### src/rtl/mem_wb_stage.sv
// mem_wb_stage: MEM/WB pipeline register and write-back stage.
// Captures the MEM-stage results, extracts the loaded byte/half/word,
// selects load data or the ALU result, and drives the register-file write
// port. Also provides stall/flush control, sticky misaligned-load
// detection and a retired-instruction counter.
module mem_wb_stage #(
  parameter int DATA_W     = 32,
  parameter int REG_ADDR_W = 5,
  parameter int CNT_W      = 32
) (
  input  logic                  clk,
  input  logic                  reset,
  input  logic [DATA_W-1:0]     data_in,
  input  logic [DATA_W-1:0]     alu_in,
  input  logic                  valid_in,
  input  logic                  reg_write_in,
  input  logic                  mem_to_reg_in,
  input  logic [1:0]            load_size_in,
  input  logic                  load_unsigned_in,
  input  logic [REG_ADDR_W-1:0] write_reg_in,
  input  logic                  stall,
  input  logic                  flush,
  output logic                  wb_en,
  output logic [REG_ADDR_W-1:0] wb_reg,
  output logic [DATA_W-1:0]     wb_data,
  output logic                  misaligned,
  output logic [CNT_W-1:0]      retired_count
);

  localparam logic [1:0] SIZE_BYTE = 2'b00;
  localparam logic [1:0] SIZE_HALF = 2'b01;

  // Stage registers (p1 = contents presented to write-back)
  logic                  r_vld_p1;
  logic                  r_reg_write_p1;
  logic                  r_mem_to_reg_p1;
  logic [1:0]            r_load_size_p1;
  logic                  r_load_unsigned_p1;
  logic [REG_ADDR_W-1:0] r_write_reg_p1;
  logic [DATA_W-1:0]     r_alu_p1;
  logic [DATA_W-1:0]     r_data_p1;

  // Status state
  logic                  r_misaligned;
  logic [CNT_W-1:0]      r_retired;

  // Write-back datapath wires
  logic [1:0]            w_off;
  logic [DATA_W-1:0]     w_load_data;
  logic                  w_misaligned_now;
  logic                  w_reg_nonzero;

  // Little-endian lane extraction with sign/zero extension. Reserved size
  // 2'b11 behaves as a full word.
  function automatic logic [DATA_W-1:0] extract_load(
    input logic [DATA_W-1:0] data,
    input logic [1:0]        off,
    input logic [1:0]        size,
    input logic              is_unsigned
  );
    logic [7:0]               lane_b;
    logic [15:0]              lane_h;
    logic signed [7:0]        lane_b_s;
    logic signed [15:0]       lane_h_s;
    logic signed [DATA_W-1:0] ext_s;
    logic [DATA_W-1:0]        result;
    lane_b   = 8'h00;
    lane_h   = 16'h0000;
    ext_s    = '0;
    result   = data;
    case (off)
      2'd0:    lane_b = data[7:0];
      2'd1:    lane_b = data[15:8];
      2'd2:    lane_b = data[23:16];
      default: lane_b = data[31:24];
    endcase
    lane_h   = off[1] ? data[31:16] : data[15:0];
    lane_b_s = lane_b;
    lane_h_s = lane_h;
    if (size == SIZE_BYTE) begin
      if (is_unsigned) begin
        result = {{(DATA_W-8){1'b0}}, lane_b};
      end else begin
        ext_s  = DATA_W'(lane_b_s);
        result = ext_s;
      end
    end else if (size == SIZE_HALF) begin
      if (is_unsigned) begin
        result = {{(DATA_W-16){1'b0}}, lane_h};
      end else begin
        ext_s  = DATA_W'(lane_h_s);
        result = ext_s;
      end
    end
    return result;
  endfunction

  // Alignment rule: halves need an even address, words (and the reserved
  // size, which acts as a word) need a 4-byte aligned address.
  function automatic logic is_misaligned(
    input logic [1:0] size,
    input logic [1:0] off
  );
    logic bad;
    bad = 1'b0;
    if (size == SIZE_HALF) begin
      bad = off[0];
    end else if (size[1]) begin
      bad = (off != 2'b00);
    end
    return bad;
  endfunction

  // Stage register: reset > flush > stall > capture
  always_ff @(posedge clk or posedge reset) begin
    if (reset) begin
      r_vld_p1           <= 1'b0;
      r_reg_write_p1     <= 1'b0;
      r_mem_to_reg_p1    <= 1'b0;
      r_load_size_p1     <= 2'b00;
      r_load_unsigned_p1 <= 1'b0;
      r_write_reg_p1     <= '0;
      r_alu_p1           <= '0;
      r_data_p1          <= '0;
    end else if (flush) begin
      r_vld_p1           <= 1'b0;
      r_reg_write_p1     <= 1'b0;
      r_mem_to_reg_p1    <= 1'b0;
      r_load_size_p1     <= 2'b00;
      r_load_unsigned_p1 <= 1'b0;
      r_write_reg_p1     <= '0;
      r_alu_p1           <= '0;
      r_data_p1          <= '0;
    end else if (!stall) begin
      r_vld_p1           <= valid_in;
      r_reg_write_p1     <= reg_write_in;
      r_mem_to_reg_p1    <= mem_to_reg_in;
      r_load_size_p1     <= load_size_in;
      r_load_unsigned_p1 <= load_unsigned_in;
      r_write_reg_p1     <= write_reg_in;
      r_alu_p1           <= alu_in;
      r_data_p1          <= data_in;
    end
  end

  // ---- p1: write-back stage (combinational from stage registers only) ----

  // Load extraction, misaligned detection and write-enable qualification
  always_comb begin
    w_off            = r_alu_p1[1:0];
    w_load_data      = extract_load(r_data_p1, w_off, r_load_size_p1,
                                    r_load_unsigned_p1);
    w_misaligned_now = r_vld_p1 & r_mem_to_reg_p1 &
                       is_misaligned(r_load_size_p1, w_off);
    w_reg_nonzero    = (r_write_reg_p1 != '0);
  end

  assign wb_en   = r_vld_p1 & r_reg_write_p1 & w_reg_nonzero & ~w_misaligned_now;
  assign wb_reg  = r_write_reg_p1;
  assign wb_data = r_mem_to_reg_p1 ? w_load_data : r_alu_p1;

  // Sticky misaligned flag, cleared only by reset
  always_ff @(posedge clk or posedge reset) begin
    if (reset) begin
      r_misaligned <= 1'b0;
    end else if (w_misaligned_now) begin
      r_misaligned <= 1'b1;
    end
  end

  // Retire counter: an instruction leaves WB on any unstalled edge, even
  // when a simultaneous flush replaces it; wraps silently
  always_ff @(posedge clk or posedge reset) begin
    if (reset) begin
      r_retired <= '0;
    end else if (r_vld_p1 && !stall) begin
      r_retired <= r_retired + CNT_W'(1);
    end
  end

  assign misaligned    = r_misaligned;
  assign retired_count = r_retired;

endmodule

### config.mk
export PLATFORM = sky130hd
export DESIGN_NAME = mem_wb_stage
export DESIGN_NICKNAME = d
export VERILOG_FILES = /design/src/rtl/mem_wb_stage.sv
export SDC_FILE = /design/constraint.sdc
export NUM_CORES = 1
export LEC_CHECK = 0
export CORE_ASPECT_RATIO = 0.5
export CORE_UTILIZATION = 49
export CTS_BUF_LIST = sky130_fd_sc_hd__clkbuf_8 sky130_fd_sc_hd__clkbuf_16
export DETAILED_ROUTE_END_ITERATION = 10
export GPL_ROUTABILITY_DRIVEN = 0
export PLACE_DENSITY = 0.81
export SLEW_MARGIN = 10
export SYNTH_ARGS = -nofsm -noshare
export SYNTH_HDL_FRONTEND = slang
export SYNTH_SLANG_ARGS = --single-unit
export TNS_END_PERCENT = 20
### constraint.sdc
create_clock -name clk -period 4.83 [get_ports clk]
set_input_delay 1.2075 -clock clk [delete_from_list [all_inputs] [get_ports clk]]
set_output_delay 1.2075 -clock clk [all_outputs]
set_load 0.05 [all_outputs]
==> flow_metrics.tcl <==
set metrics [dict create \
    timing.fmax_mhz 236 \
    ctsResizeCount 0 \
    cts_buffers 9 \
    num_rows 27 \
    finClkSkew_ns 0.0111 \
    cp-end-kind "output pin" \
    root_buffer "clkbuf_16" \
    antenna_found_initial 0 \
    cts_num_sinks 108 \
    track_usage 0.248 \
    finalSetupTns_ns 0 \
    hold_violations 0 \
    dr_total_vias 4326 \
    clk_latency_ns 0.35 \
    cellPowerDensity_nw_per_um2 303 \
    start_util 0.504 \
    postRouteAntennaNets 0 \
    dieArea_um2 11800 \
    first_pass_iters 7 \
    synth_cell_type_count 42 \
    wl_per_cell_um 17.9 \
    drc 8 \
    post-route-util 0.668 \
    globalRouteOverflowTotal 0 \
    cp.required_ns 3.62 \
    layout-area-overhead-vs-synth_pct 32.6 \
    hold_buffers 0 \
    power.total_mw 2.23 \
    cap_violations 0 \
    period_minus_slack_ns 4.23 \
    drive_gt1_frac 0.117 \
    final_max_slew_viol_count 0 \
    synth_nets 585 \
    core-area_um2 11000 \
    period_share 0.876 \
    postSynthRegisterBits 108 \
    worstMarginPinSlew_ns 0.952 \
    worstSetupPathType "reg2out" \
    avgSynthCellArea_um2 11.0 \
    ys_warn_count 0 \
    arrival_ns 3.02 \
    io_buffers 149 \
    postCtsSetupRepairBufs 0 \
    final_cell_mix "clkdlybuf4s50_1 (131), dfrtp_1 (108), mux2i_1 (83)" \
    status "finished, violations left" \
    clockBufferDepth 2 \
    path_clk_slew_ns 0.07 \
    antenna_cells 0 \
    ios 150 \
    cp-start-kind "flip-flop" \
    dieWidth_um 153 \
    hpwlAfterDp_um 10000 \
    synth_cells 505 \
    nNetsFinal 719 \
    drtIter0Drc 254 \
    critPathMaxFanout 22 \
    final_common_cell "clkdlybuf4s50_1" \
    final-setup-viol-count 0 \
    grt_pass1_wl_um 22700 \
    cts_tree "done" \
    grt_pass1_vias 4271 \
    slew_headroom 0.365 \
    htreeDepth 3 \
    via_per_inst 5.49 \
    die_h_um 77.3 \
    hold_class "reg2reg" \
    drt-total-wl_um 14100 \
    grt_max_degree 77 \
    ir_worst_vdd_mv 0.208 \
    synth_area_um2 5550 \
    violations "DRC" \
    rsz0062_at_grt "no" \
    p_leak_nw 3.53 \
    ys_seq_area_frac 0.487 \
]
## per-stage QoR
| stage | std cells | instance area, um2 | hold WS, ns | setup slack (ns) |
|---|---|---|---|---|
| after floorplan | 505 | 5550 | 0.485 | 0.777 |
| after global placement | 773 | 7080 | 0.455 | 1.05 |
| after detailed placement | 773 | 7080 | 0.466 | 0.997 |
| after CTS | 788 | 7360 | 0.480 | 0.615 |
| after global routing | 788 | 7360 | 0.492 | 0.420 |
| final | 788 | 7360 | 0.476 | 0.600 |
## layer usage
metal | up-vias | global-route usage | part of all wire
met4 | 0 | 0.0566 | 0.016
met3 | 21 | 0.0656 | 0.059
met1 | 2131 | 0.325 | 0.44
met2 | 139 | 0.415 | 0.48
li1 | 2035 | - | -
met5 | - | 0 | 0
## cell families after synthesis
family / after synthesis / synth area share
AND/OR/NAND/NOR: 181 / 0.167
adder cells (fa/ha/maj): 1 / 0.00225
flip-flops: 108 / 0.487
multiplexers: 101 / 0.202
AO/OA/AOI/OAI: 44 / 0.0604
buffers and inverters: 39 / 0.0318
XOR/XNOR: 31 / 0.0489
## synth_stat cells
cell type	number	area, um2
a211o_1	13	114
a211oi_4	1	20.0
a21oi_1	8	40.0
a221o_1	3	30.0
and2_1	1	6.26
and3_1	14	87.6
and3b_1	1	8.76
and4_1	3	26.3
and4_2	1	10.0
and4b_1	1	10.0
and4b_2	1	11.3
buf_2	12	60.1
buf_4	2	15.0
buf_6	1	11.3
clkbuf_1	18	67.6
clkinv_1	1	3.75
dfrtp_1	108	2700
ha_1	1	12.5
inv_1	5	18.8
mux2_2	10	113
mux2i_1	83	831
mux4_2	8	180
nand2_1	36	135
nand2_2	1	6.26
nand3_1	8	40.0
nand3b_1	2	15.0
nand4_1	7	43.8
nand4_4	3	63.8
nor2_1	82	308
nor2b_1	1	6.26
nor3_1	9	45.0
nor3b_1	1	7.51
nor4_2	5	62.6
nor4b_2	1	15.0
o211ai_1	1	7.51
o21ai_0	9	45.0
o21ai_2	1	8.76
o22a_1	8	70.1
or2_2	2	12.5
or4_1	1	7.51
xnor2_1	13	114
xor2_1	18	158
## power breakdown
| part | switching, mW | leakage [nW] | internal [mW] |
|---|---|---|---|
| Combinational | 0.287 | 1.95 | 0.209 |
| Clock | 0.344 | 0.137 | 0.369 |
| Sequential | 0.0649 | 1.43 | 0.954 |
## worst paths after layout
kind / start / to / slack, ns / depth (start not counted)
worst max-delay path: r_load_size_p1[1] / wb_data[0] / 0.60 / 5
worst min-delay path: retired_count[31] / retired_count[31] / 0.48 / 1
worst max register to register: retired_count[1] / retired_count[28] / 2.92 / 5
worst min register to register: retired_count[31] / retired_count[31] / 0.48 / 1
max in group asynchronous: reset / r_alu_p1[13] / 2.60 / 3
min in group asynchronous: reset / retired_count[30] / 1.41 / 2
## area by class of cell
type                            count  area, um2
Inverter                            6       25.0
Timing Repair Buffer              156       1500
Sequential cell                   108       2700
Fill cell                         838       3650
Clock inverter                      5       45.0
Tap cell                          145        181
Clock buffer                       10        239
Multi-Input combinational cell    358       2670
## worst max-delay path, cell delays in order, from the launching register on
cell and delay [ns]:
dfrtp_1 0.56, and3b_1 0.79, mux2i_1 0.26, o21ai_0 0.09
mux2_2 0.28, clkdlybuf4s50_1 0.70
(Power assumes the default switching activity.)
